--- src/rtl/mask_serializer_pkg.sv ---
// Shared definitions for the mask serializer: state encoding, default width
// and the derivations of the index and count widths.
package mask_serializer_pkg;

  localparam int DEFAULT_WIDTH = 32;

  typedef enum logic [1:0] {
    IDLE  = 2'd0,
    SHIFT = 2'd1,
    DONE  = 2'd2
  } state_t;

  // Bits needed to address one position of a width-bit word.
  function automatic int index_width(input int width);
    return $clog2(width);
  endfunction

  // Bits needed to hold a population count of 0..width inclusive.
  function automatic int count_width(input int width);
    return $clog2(width + 1);
  endfunction

endpackage

--- src/rtl/mask_serializer_if.sv ---
// Handshake bundle between a mask producer, the serializer and its bit sink.
// master = the environment (producer + sink), slave = the serializer.
interface mask_serializer_if
  import mask_serializer_pkg::*;
#(
  parameter int WIDTH = DEFAULT_WIDTH
);

  localparam int IW = index_width(WIDTH);
  localparam int CW = count_width(WIDTH);

  logic             in_valid;
  logic [WIDTH-1:0] in_mask;
  logic             in_ready;
  logic             out_valid;
  logic             out_bit;
  logic [IW-1:0]    out_index;
  logic             out_last;
  logic             out_ready;
  logic             count_valid;
  logic [CW-1:0]    ones_count;

  modport master (
    output in_valid, in_mask, out_ready,
    input  in_ready, out_valid, out_bit, out_index, out_last,
           count_valid, ones_count
  );

  modport slave (
    input  in_valid, in_mask, out_ready,
    output in_ready, out_valid, out_bit, out_index, out_last,
           count_valid, ones_count
  );

endinterface

--- src/rtl/mask_serializer.sv ---
// Accepts one parallel mask word, streams it LSB-first under valid/ready and
// reports the number of set bits once the last bit has been taken.
module mask_serializer
  import mask_serializer_pkg::*;
#(
  parameter int WIDTH = DEFAULT_WIDTH
)
(
  input  logic             clk,
  input  logic             rst_n,
  mask_serializer_if.slave bus
);

  localparam int IW = index_width(WIDTH);
  localparam int CW = count_width(WIDTH);

  state_t           state_reg;
  logic             in_ready_reg;
  logic             out_valid_reg;
  logic             count_valid_reg;

  // shreg_reg holds the bits not yet presented; out_bit_reg is the bit on the wire.
  logic [WIDTH-2:0] shreg_reg;
  logic             out_bit_reg;
  logic [IW-1:0]    index_reg;
  logic             out_last_reg;
  logic [CW-1:0]    count_reg;
  logic [CW-1:0]    ones_count_reg;

  logic load;
  logic beat;
  logic last_beat;

  assign load      = (state_reg == IDLE) && bus.in_valid;
  assign beat      = out_valid_reg && bus.out_ready;
  assign last_beat = beat && out_last_reg;

  // Control FSM: sequences IDLE -> SHIFT -> DONE and registers the handshake flags.
  always_ff @(posedge clk or negedge rst_n) begin
    if (!rst_n) begin
      state_reg       <= IDLE;
      in_ready_reg    <= 1'b1;
      out_valid_reg   <= 1'b0;
      count_valid_reg <= 1'b0;
    end else begin
      case (state_reg)
        IDLE: begin
          if (bus.in_valid) begin
            state_reg     <= SHIFT;
            in_ready_reg  <= 1'b0;
            out_valid_reg <= 1'b1;
          end
        end
        SHIFT: begin
          if (last_beat) begin
            state_reg       <= DONE;
            out_valid_reg   <= 1'b0;
            count_valid_reg <= 1'b1;
          end
        end
        DONE: begin
          state_reg       <= IDLE;
          count_valid_reg <= 1'b0;
          in_ready_reg    <= 1'b1;
        end
        default: begin
          state_reg       <= IDLE;
          in_ready_reg    <= 1'b1;
          out_valid_reg   <= 1'b0;
          count_valid_reg <= 1'b0;
        end
      endcase
    end
  end

  // Datapath: shift register, bit index, running popcount and the final count.
  // Index and last flag are cleared on the final beat so index never wraps.
  always_ff @(posedge clk or negedge rst_n) begin
    if (!rst_n) begin
      shreg_reg      <= '0;
      out_bit_reg    <= 1'b0;
      index_reg      <= '0;
      out_last_reg   <= 1'b0;
      count_reg      <= '0;
      ones_count_reg <= '0;
    end else if (load) begin
      shreg_reg      <= bus.in_mask[WIDTH-1:1];
      out_bit_reg    <= bus.in_mask[0];
      index_reg      <= '0;
      out_last_reg   <= 1'b0;
      count_reg      <= '0;
      ones_count_reg <= '0;
    end else if (beat) begin
      count_reg <= count_reg + CW'(out_bit_reg);
      if (out_last_reg) begin
        ones_count_reg <= count_reg + CW'(out_bit_reg);
        shreg_reg      <= '0;
        out_bit_reg    <= 1'b0;
        index_reg      <= '0;
        out_last_reg   <= 1'b0;
      end else begin
        shreg_reg    <= shreg_reg >> 1;
        out_bit_reg  <= shreg_reg[0];
        index_reg    <= index_reg + 1'b1;
        out_last_reg <= (index_reg == IW'(WIDTH - 2));
      end
    end
  end

  assign bus.in_ready    = in_ready_reg;
  assign bus.out_valid   = out_valid_reg;
  assign bus.out_bit     = out_bit_reg;
  assign bus.out_index   = index_reg;
  assign bus.out_last    = out_last_reg;
  assign bus.count_valid = count_valid_reg;
  assign bus.ones_count  = ones_count_reg;

endmodule

--- src/flat_wrapper.sv ---
// flat-port wrapper written by rule: the top's interface ports become plain ports
module mask_serializer_flat import mask_serializer_pkg::*;
#(
  parameter int WIDTH = DEFAULT_WIDTH
)
  (clk, rst_n, bus_in_valid, bus_in_mask, bus_out_ready, bus_in_ready, bus_out_valid, bus_out_bit, bus_out_index, bus_out_last, bus_count_valid, bus_ones_count);
  mask_serializer_if #(.WIDTH(WIDTH)) bus_i ();
  input  logic clk;
  input  logic rst_n;
  input wire logic [$bits(bus_i.in_valid)-1:0] bus_in_valid;
  input wire logic [$bits(bus_i.in_mask)-1:0] bus_in_mask;
  input wire logic [$bits(bus_i.out_ready)-1:0] bus_out_ready;
  output wire logic [$bits(bus_i.in_ready)-1:0] bus_in_ready;
  output wire logic [$bits(bus_i.out_valid)-1:0] bus_out_valid;
  output wire logic [$bits(bus_i.out_bit)-1:0] bus_out_bit;
  output wire logic [$bits(bus_i.out_index)-1:0] bus_out_index;
  output wire logic [$bits(bus_i.out_last)-1:0] bus_out_last;
  output wire logic [$bits(bus_i.count_valid)-1:0] bus_count_valid;
  output wire logic [$bits(bus_i.ones_count)-1:0] bus_ones_count;
  assign bus_i.in_valid = bus_in_valid;
  assign bus_i.in_mask = bus_in_mask;
  assign bus_i.out_ready = bus_out_ready;
  assign bus_in_ready = bus_i.in_ready;
  assign bus_out_valid = bus_i.out_valid;
  assign bus_out_bit = bus_i.out_bit;
  assign bus_out_index = bus_i.out_index;
  assign bus_out_last = bus_i.out_last;
  assign bus_count_valid = bus_i.count_valid;
  assign bus_ones_count = bus_i.ones_count;
  mask_serializer #(.WIDTH(WIDTH)) u_core (.clk(clk), .rst_n(rst_n), .bus(bus_i));
endmodule
--- config.mk ---
export PLATFORM = sky130hd
export DESIGN_NAME = mask_serializer_flat
export DESIGN_NICKNAME = d
export VERILOG_FILES = /design/src/rtl/mask_serializer_pkg.sv /design/src/rtl/mask_serializer_if.sv /design/src/rtl/mask_serializer.sv /design/src/flat_wrapper.sv
export SDC_FILE = /design/constraint.sdc
export NUM_CORES = 1
export LEC_CHECK = 0
export ABC_AREA = 1
export CORE_UTILIZATION = 30
export DETAILED_ROUTE_END_ITERATION = 6
export GPL_TIMING_DRIVEN = 0
export PLACE_DENSITY_LB_ADDON = 0.1
export REMOVE_ABC_BUFFERS = 1
export SLEW_MARGIN = 20
export SYNTH_ARGS = -nofsm -noshare
export SYNTH_HDL_FRONTEND = slang
export SYNTH_SLANG_ARGS = --single-unit
export TNS_END_PERCENT = 1
--- constraint.sdc ---
create_clock -name clk -period 1.94 [get_ports clk]
set_input_delay 0.485 -clock clk [delete_from_list [all_inputs] [get_ports clk]]
set_output_delay 0.485 -clock clk [all_outputs]
set_load 0.01 [all_outputs]
# After elaboration in Yosys (flattened, before gate mapping)
# Index checks and enable logic that the tools add are counted.
# totals
mem_bits_rw	0
input_bits	36
memories	0
reg_bits	55
output_inout_bits	16
latch_bits	0
elab_cells	58
mem_bits_ro	0
# classes
n_mux	27
n_bitwise	3
reduce_logical	11
shift	0
n_addsub	2
n_mul	0
n_eq_ne	5
n_div	0
n_lt_le_gt_ge	0
# op_table
op	count
two-way mux 31 bit	2
two-way mux 30 bit	1
two-way mux 6 bit	5
two-way mux 5 bit	3
two-way mux 1 bit	10
AND reduction 2 bit	4
adder 6 x 1 -> 6 bit	1
adder 5 x 1 -> 5 bit (second input constant)	1
equality test 5 bit (second input constant)	1
two-way mux 2 bit	2
case mux 1 bit (2 select lines)	2
case mux 2 bit (2 select lines)	1
nonzero test 2 bit	2
logical AND 1 bit	3
inverter 1 bit	3
case mux 1 bit (3 select lines)	1
AND reduction 3 bit	1
equality test 2 x 1 -> 1 bit (second input constant)	1
equality test 2 bit (second input constant)	1
zero test 2 bit	1
!= test 2 x 1 -> 1 bit (second input constant)	1
!= test 2 bit (second input constant)	1

# Longest topological paths before layout
# Gate-level depths: netlist of run 1.
# logic_depth
ltp_word	4
ltp_mapped	8
mapped_depth_nobuf	7

# Worst setup path before layout of run 1
# No wires, ideal clock.
# synth_path
path_kind	reg2reg
from	reg u_core.out_bit_reg, in the netlist u_core.bus.out_bit
to	reg u_core.count_reg[2]
period_less_slack_ps	1401
slack_ps	539
setup_ps	126
stages_incl_launch_ff	6
arrival_ps	1275
cell_sequence	dfrtp_1 -> ha_1 -> ha_1 -> or2_2 -> nand3_1 -> o21ai_0
# synth_between
elab_chain_cells	3
# synth_lines
element	line	rtl
start, declared	mask_serializer.sv:24	logic out_bit_reg;
start signal, assigned	mask_serializer.sv:88	out_bit_reg <= bus.in_mask[0];
start signal, assigned	mask_serializer.sv:103	out_bit_reg <= shreg_reg[0];
adder 6 x 1 -> 6 bit	mask_serializer.sv:94	count_reg <= count_reg + CW'(out_bit_reg);
two-way mux 6 bit	mask_serializer.sv:93	end else if (beat) begin
two-way mux 6 bit	mask_serializer.sv:86	end else if (load) begin
end signal, assigned	mask_serializer.sv:94	
end, declared	mask_serializer.sv:27	logic [CW-1:0] count_reg;
# Every way passes these cells. The select of a mux whose other input is x is not followed.
# A chain may end at the register's enable or synchronous reset.

# Final worst setup path of run 1
# layout_path
from	reg u_core.in_ready_reg, in the netlist u_core.bus.in_ready
to	out bus_in_ready
# layout_lines
element	line	rtl
start, declared	mask_serializer.sv:18	logic in_ready_reg;
start signal, assigned	mask_serializer.sv:42	in_ready_reg <= 1'b1;
start signal, assigned	mask_serializer.sv:50	in_ready_reg <= 1'b0;
start signal, assigned	mask_serializer.sv:64	in_ready_reg <= 1'b1;
end, declared	flat_wrapper.sv:13	output wire logic [$bits(bus_i.in_ready)-1:0] bus_in_ready;
# No word-level cell between the ends.

==> results.md, run 1 <==
* Post-route ant nets at 0
* Hold_buf cts at 0
* Worst path cell trace: clkdlybuf4s50_1
* Worst-case clock buffer depth at 2
* Top cell type by total area after synthesis: dfrtp_1
* Setup TNS at 0 ns
* Post-synthesis sequential area ratio at 0.547
* WL/cell at 11.6 um
* Die span in y at 93.6 um
* Critical path's top delay family: flip-flops
* Final hold vios at 0
* Fin worst setup slack at 0.0874 ns
* PD cells at 1150 mW/mm^2
* Final worst path period share at 0.955
* Max-Cap Viols at 0
* Cell with the most instances after synthesis: nand2_1
* Number of global-route vias before repair at 2003
* Detailed-route via count at 1991
* Ys flop type: dfrtp_1
* Crit-path max FO at 2
* FMAX at 0.540 GHz
* Reg-to-reg endpoint: u_core.shreg_reg[12]
* TritonCTS buffer count at 5
* Initial Util at 0.308
* Min Tclk post-route at 1.85 ns
* Netlist cell types at 26
* Worst setup EP type: primary output
* Synth async-reset ratio at 1.00
* Crit path required time at 1.45 ns
* Nets at 379
* DP Cell Count at 437
* RePlAce Congestion at 0.722
* First-pass GRT wire length at 9210 um
* #FFs+latches synth at 55
* Die W at 93.6 um
* Detailed placement HPWL at 3310 um
* Router iterations before antenna repair at 4
* CTS clk-pin slew, worst paths at 0.10 ns
* Fin cells at 445
* Top-area cell type share of the netlist area at 0.537
* Clock Latency Late Sink at 0.30 ns
* CP Launch Type: flip-flop
* Initial antenna violation count at 0
* Slowest cell on crit path: dfstp_2
* Worst Hold Class: in -> async
* Crit path arrival time at 1.37 ns
* Root Driver: clkbuf_8
* DR vias/cell at 4.47
* Slowest stage delay, CP at 0.54 ns
* Clock Skew at 0.00737 ns
* # setup viols final at 0
* Core ar. at 0.00818 sq mm
* Final design area excluding fillers at 0.00321 sq mm
* Ports at 52
* Largest net degree at the start of global routing at 56
* CTS tree: yes
* Worst VDD drop at 381 uV
* Congestion Overflow GR at 0
* H-tree depth at 2
* Ant. Diodes at 0
* Clock sinks at 55
* Number of flip-flops under the largest register name at 31
* DIE AREA at 0.00876 sq mm
* Post-synth EDFFs at 0
* Mean Syn Cell Area at 8.59 sq um
* Initial drt markers at 68
* Leading post-synthesis cells by cell area: dfrtp_1, nand2_1, nand3_1
* Static Leak at 0.00151 uW
* IO Port Bufs at 51
* GR Util All Layers at 0.134
* Total Routed Length at 5170 um
* Area Overhead vs Synth at 27.4%
* Pre-CTS setup slack at -0.381 ns
* Cell Area, Synth at 0.00252 sq mm
* Filler instances at 855
* Unrepaired setup endpoints after global routing: no
* WS Path Type: reg -> out
* Reg2Reg Depth at 5
* Most frequent cells after synthesis: nand2_1, dfrtp_1, nand3_1
* Cell row count at 33
* Worst slew margin at 0.590
* DRC viols at 0
* Worst Tran Pin Value at 0.615 ns
* Status: finished clean
* Total chip power at 3700 uW
* Number of cells produced by synthesis at 293
* Final Max Slew Viols at 0
* Flop-to-flop setup slack at 0.44 ns
* Crit Reg-Reg Startpoint: u_core.state_reg[1]
* YS warnings at 0
* Share of layout cells above drive strength 1 at 0.0882
* Critical path buffers and inverters at 1
* Area of placed instances at 0.00309 sq mm
metrics by stage:
step / hold WS (ns) / utilization
after floorplan: 0.189 / -
after global routing: 0.162 / 0.392
after global placement: 0.461 / 0.374
final: 0.152 / 0.392
after CTS: 0.157 / 0.392
after detailed placement: 0.463 / 0.377
worst max path at each step:
stage | from | endpoint | slack, ns | depth (start not counted)
6_report | u_core.bus.in_ready | bus_in_ready | 0.09 | 1
3_5_place_dp | bus_in_valid | u_core.count_reg[3] | -0.38 | 5
3_3_place_gp | rst_n | u_core.shreg_reg[23] | -1.44 | 1
4_1_cts | u_core.bus.in_ready | bus_in_ready | 0.07 | 1
5_1_grt | u_core.bus.in_ready | bus_in_ready | 0.04 | 1
2_1_floorplan | bus_in_valid | u_core.bus.out_index[2] | 0.50 | 4
final cells by class:
type	count	area, sq um	area share
Sequential cell	55	1380	0.430
Tap cell	105	131	0.0410
Timing Repair Buffer	52	536	0.167
Multi-Input combinational cell	210	985	0.307
Clock buffer	6	82.6	0.0258
Inverter	15	58.8	0.0183
Clock inverter	2	35.0	0.0109
routing by layer:
layer | global-route usage | part of all wire | vias up
met5 | 0 | 0 | -
met4 | 0.0385 | 0.0060 | 0
met3 | 0.0350 | 0.045 | 2
met2 | 0.221 | 0.48 | 40
met1 | 0.173 | 0.47 | 930
li1 | - | - | 1019
repair_timing:
| action | CTS | global route |
|---|---|---|
| resized for setup | 1 | 0 |
| endpoints found under the setup margin | 2 | 0 |
| setup buffers | 0 | 0 |
kinds of logic after synthesis:
family,count (synthesis),synth area share
simple gates,184,0.316
flops,55,0.547
buf+inv,28,0.0612
compound gates,19,0.0448
fa+ha+maj,4,0.0199
xor+xnor,3,0.0104
power breakdown:
| group | total [uW] | switching, uW | leakage [uW] | internal, uW |
|---|---|---|---|---|
| sequential | 1770 | 249 | 0.000713 | 1530 |
| combinational | 1140 | 611 | 0.000734 | 524 |
| clock | 786 | 368 | 0.0000612 | 418 |
| total | 3700 | 1230 | 0.00151 | 2470 |
cell usage in the layout (no fill, tap or decap), drive strengths merged:
cell type / count
nand2: 133
dfrtp: 54
clkdlybuf4s50: 50
nand3: 42
inv: 15
o21ai: 15
clkbuf: 6
nor2: 5
ha: 4
nand4: 3
o21bai: 2
xor2: 2
buf: 2
or2: 1
xnor2: 1
o2bb2ai: 1
o22ai: 1
bufinv: 1
clkinv: 1
dfstp: 1
Note: power is estimated with default switching activity, not from simulation.
==> run 2, diff against run 1 <==
CAP_MARGIN = 40   (was default)
clock period = 1.7 ns   (was 1.94 ns; I/O delays follow)
==> run 2 against run 1 <==
Power grew 14%. Clock skew shrank 0.0032 ns. Sequential share of layout area shrank 0.43 points. Combinational power grew 13%. Global-route usage shrank 0.27 points. Largest power group unchanged. Flip-flop and latch count is the same. Worst hold slack lost 0.060 ns. Clock power grew 14%.
==> results.md, run 2 (synthesized netlist as in run 1, its figures left out) <==
* Status: finished clean
* Clk pwr share at 0.213
* First-pass GRT wire length at 9070 um
* TritonCTS buffer count at 5
* Post-route ant nets at 0
* DP Cell Count at 438
* Detailed-route via count at 1989
* Min Tclk post-route at 1.63 ns
* Worst VDD drop at 436 uV
* Hold slack at 0.0920 ns
* Worst Hold Class: in -> async
* Die W at 93.6 um
* Cell row count at 33
* Final hold vios at 0
* Critical path buffers and inverters at 1
* Worst path cell trace: clkdlybuf4s50_1
* Core ar. at 0.00818 sq mm
* Wire length on met3 at 208 um
* FMAX at 0.613 GHz
* Clock Skew at 0.00413 ns
* Uppermost layer routed: met4
* CP Launch Type: flip-flop
* Met2 routed WL at 2350 um
* Number of global-route vias before repair at 1953
* Slowest stage delay, CP at 0.54 ns
* # setup viols final at 0
* Worst slew margin at 0.771
* Router iterations before antenna repair at 4
* Unrepaired setup endpoints after global routing: no
* Die span in y at 93.6 um
* Combinational power share at 0.306
* Commonest non-fill, non-tap cell in the layout: nand2_1
* Number of flip-flops under the largest register name at 31
* Total Routed Length at 5060 um
* Ant. Diodes at 0
* Clock sinks at 55
* Clock Latency Late Sink at 0.30 ns
* Nets at 380
* Final Max Slew Viols at 0
* Filler instances at 874
* DRT met1 WL at 2440 um
* Slowest cell on crit path: clkdlybuf4s50_1
* H-tree depth at 2
* Initial Util at 0.308
* Initial antenna violation count at 0
* Switch share at 0.333
* Congestion Overflow GR at 0
* DRC viols at 0
* IO Port Bufs at 51
* Root Driver: clkbuf_8
* Sw Pwr at 1400 uW
* DR vias/cell at 4.46
* Setup TNS at 0 ns
* Critical path's top delay family: buffers and inverters
* Register Area at 0.00138 sq mm
* Worst-case clock buffer depth at 2
* Crit path arrival time at 1.21 ns
* WS Path Type: reg -> out
* Fin cells at 446
* Worst Tran Pin Value at 0.344 ns
* RePlAce Congestion at 0.722
* Commonest non-fill, non-tap cells in the layout: nand2_1, dfrtp_1, clkdlybuf4s50_1, nand3_1, inv_1
* DIE AREA at 0.00876 sq mm
* Post-CTS Setup Bufs at 0
* WL/cell at 11.3 um
* Area of the multi-input gates at 985 sq um
* Share of layout cells above drive strength 1 at 0.0909
* CTS tree: yes
* Largest net degree at the start of global routing at 56
* CTS clk-pin slew, worst paths at 0.09 ns
* Max-Cap Viols at 0
* Final worst path period share at 0.960
* Sequential power share at 0.481
* PD cells at 1300 mW/mm^2
* P_int at 2810 uW
* Detailed placement HPWL at 3360 um
* Crit path required time at 1.27 ns
* GR Util All Layers at 0.131
* Static Leak at 0.00158 uW
* Crit-path max FO at 2
* Area Overhead vs Synth at 28.7%
* Worst setup EP type: primary output
* Initial drt markers at 82
* Ports at 52
[run 2: cell types whose count changed in the layout (fill, tap and decap cells not counted)]
cell,before,now
dlymetal6s2s_1,0,3
inv_4,1,3
inv_2,5,3
clkdlybuf4s50_1,50,41
buf_16,1,2
dlygate4sd2_1,0,6
[run 2: final timing paths]
| path | depth (start not counted) | to | start | slack, ns |
|---|---|---|---|---|
| worst max-delay path | 1 | bus_count_valid | u_core.bus.count_valid | 0.07 |
| worst min-delay path | 2 | u_core.bus.out_valid | rst_n | 0.09 |
| worst max register to register | 5 | u_core.count_reg[2] | u_core.bus.out_bit | 0.25 |
| worst min register to register | 2 | u_core.shreg_reg[30] | u_core.shreg_reg[30] | 0.48 |
| max in group asynchronous | 2 | u_core.bus.in_ready | rst_n | 1.33 |
| min in group clk | 2 | u_core.shreg_reg[30] | u_core.shreg_reg[30] | 0.48 |
[run 2: stage by stage]
step / cell area, sq um / total power [uW] / worst slack, ns / util
3_5_place_dp: 3110 / 3420 / -0.366 / 0.381
5_1_grt: 3240 / 4580 / 0.00434 / 0.396
3_3_place_gp: 3060 / 3350 / -1.62 / 0.374
2_1_floorplan: 2420 / 2810 / 0.273 / -
4_1_cts: 3230 / 4310 / 0.00312 / 0.395
6_report: 3240 / 4210 / 0.0687 / 0.396
[run 2: layout make-up]
type                       instances  area share
sequential                        55       0.425
multi-input combinational        210       0.304
timing repair buffer              53       0.174
tap                              105      0.0406
clock buffer                       6      0.0255
inverter                          15      0.0197
clock inverter                     2      0.0108
[run 2: what timing repair did]
action                                  CTS  global route
hold buffers                              0             0
endpoints found under the setup margin   17            36
resized for setup                         7             7
[run 2: power groups by stage]
stage | combinational [uW] | sequential [uW] | clock, uW
2_1_floorplan | 762 | 2050 | 0
4_1_cts | 1340 | 2030 | 940
3_3_place_gp | 1300 | 2050 | 0
3_5_place_dp | 1360 | 2060 | 0
5_1_grt | 1500 | 2090 | 983
6_report | 1290 | 2030 | 897
[run 2: per-layer routing]
| metal | global-route usage | vias up |
|---|---|---|
| met5 | 0 | - |
| met4 | 0.0346 | 0 |
| met3 | 0.0301 | 6 |
| met2 | 0.213 | 39 |
| met1 | 0.176 | 921 |
| li1 | - | 1023 |
[run 2: worst reg2reg max path: stages (launching register included)]
cell and delay [ns]:
dfrtp_1 0.42, ha_1 0.24, ha_1 0.22, or2_2 0.29, nand3_1 0.10, o21ai_0 0.08
==> run 3, diff against run 2 <==
clock period = 2.1 ns   (was 1.7 ns; I/O delays follow)
==> run 3 against run 2 <==
Setup slack gained 0.14 ns. Sequential power is 19% lower. Clock power is 19% lower. Core utilization shrank 0.092 points. Sequential share of layout area grew 0.099 points. Non-clock buffer count is the same. Global-route usage down 0.052 points. Via count about the same. First-iteration DRC count up 1.2%. Design area fell by 0.23%.
==> results.md, run 3 (synthesized netlist as in run 1, its figures left out) <==
* PD cells at 1060 mW/mm^2
* RePlAce Congestion at 0.722
* CTS resizes at 0
* Switch share at 0.330
* Root Driver: clkbuf_8
* Detailed placement HPWL at 3360 um
* Commonest non-fill, non-tap cell in the layout: nand2_1
* Worst slew margin at 0.620
* Die W at 93.6 um
* Clock Latency Late Sink at 0.30 ns
* Clock sinks at 55
* Status: finished clean
* Fin worst setup slack at 0.210 ns
* Detailed-route via count at 1990
* Crit-path max FO at 2
* Final Max Slew Viols at 0
* Combinational power share at 0.311
* TritonCTS buffer count at 5
* Cell row count at 33
* CTS clk-pin slew, worst paths at 0.10 ns
* GRT met2 Usage at 0.212
* Hold_buf cts at 0
* Worst-case clock buffer depth at 2
* Unrepaired setup endpoints after global routing: no
* Congestion Overflow GR at 0
* Busiest grt layer: met2
* DR vias/cell at 4.46
* Final design area excluding fillers at 0.00323 sq mm
* Met3 usage at 0.0301
* Post-CTS Setup Bufs at 0
* FMAX at 0.529 GHz
* Area of placed instances at 0.00311 sq mm
* DIE AREA at 0.00876 sq mm
* Clk pwr share at 0.212
* Initial Util at 0.308
* Slowest cell on crit path: dfstp_2
* Worst Hold Class: in -> async
* Max-Cap Viols at 0
* Post-route ant nets at 0
* Initial drt markers at 83
* Number of global-route vias before repair at 1948
* IO Port Bufs at 51
* Worst VDD drop at 353 uV
* DP Cell Count at 438
* Critical path buffers and inverters at 1
* Die span in y at 93.6 um
* WS Path Type: reg -> out
* Ant. Diodes at 0
* Initial antenna violation count at 0
* CP Launch Type: flip-flop
* CTS tree: yes
* Final worst path period share at 0.900
* Slowest stage delay, CP at 0.54 ns
* P_int at 2300 uW
* Crit path required time at 1.57 ns
* Number of flip-flops under the largest register name at 31
* DRC viols at 0
* Clock Skew at 0.00424 ns
* Router iterations before antenna repair at 4
* GR Layer Usage met1 at 0.176
* H-tree depth at 2
* WL/cell at 11.3 um
* Nets at 380
* Largest net degree at the start of global routing at 56
* Worst setup EP type: primary output
* Crit path arrival time at 1.36 ns
* Final hold vios at 0
* # setup viols final at 0
* Total chip power at 3440 uW
* First-pass GRT wire length at 9050 um
* Static Leak at 0.00152 uW
* Core ar. at 0.00818 sq mm
* Worst path cell trace: clkdlybuf4s50_1
* Commonest non-fill, non-tap cells in the layout: nand2_1, dfrtp_1, clkdlybuf4s50_1, nand3_1, inv_1
* Sw Pwr at 1140 uW
* Fin cells at 446
* Ports at 52
* Hold slack at 0.190 ns
* GR Util All Layers at 0.131
* Sequential power share at 0.477
* Pre-CTS setup slack at -0.0660 ns
* Area Overhead vs Synth at 28.4%
* Total Routed Length at 5050 um
* Critical path's top delay family: flip-flops
* Share of layout cells above drive strength 1 at 0.0909
* Worst Tran Pin Value at 0.569 ns
* Min Tclk post-route at 1.89 ns
-- run 3: per-stage QoR --
stage / util / setup TNS, ns
2_1_floorplan: - / 0
3_3_place_gp: 0.374 / -78.27
3_5_place_dp: 0.381 / -0.437
4_1_cts: 0.395 / 0
5_1_grt: 0.395 / 0
6_report: 0.395 / 0
-- run 3: worst register-to-register path, stage by stage (launching register included) --
cell and delay, ns:
dfrtp_1 0.40, inv_2 0.07, nand3_4 0.16, nand2_4 0.09, inv_2 0.36, buf_16 0.23, o21ai_0 0.12
-- run 3: worst paths after layout --
path | start | endpoint | slack [ns] | cells after the start
min in group clk | u_core.shreg_reg[30] | u_core.shreg_reg[30] | 0.48 | 2
worst min register to register | u_core.shreg_reg[30] | u_core.shreg_reg[30] | 0.48 | 2
worst max register to register | u_core.state_reg[1] | u_core.count_reg[3] | 0.56 | 6
worst max-delay path | u_core.bus.in_ready | bus_in_ready | 0.21 | 1
worst min-delay path | rst_n | u_core.bus.out_valid | 0.19 | 2
max in group asynchronous | rst_n | u_core.bus.in_ready | 1.64 | 2
-- run 3: per-layer routing --
metal	up-vias	share of wire
met2	39	0.46
met5	-	0
met1	925	0.48
li1	1020	-
met4	0	0.011
met3	6	0.040
-- run 3: area by class of cell --
class	instances	area [sq um]
multi-input combinational	210	985
timing repair buffer	53	563
sequential	55	1380
clock buffer	6	82.6
inverter	15	56.3
clock inverter	2	35.0
tap	105	131
fill	872	4940
-- run 3: power by group through the flow --
stage | Sequential (uW) | Combinational [uW] | Clock [uW]
2_1_floorplan | 1660 | 617 | 0
3_3_place_gp | 1660 | 1050 | 0
3_5_place_dp | 1660 | 1100 | 0
4_1_cts | 1650 | 1110 | 761
5_1_grt | 1690 | 1240 | 796
6_report | 1640 | 1070 | 728
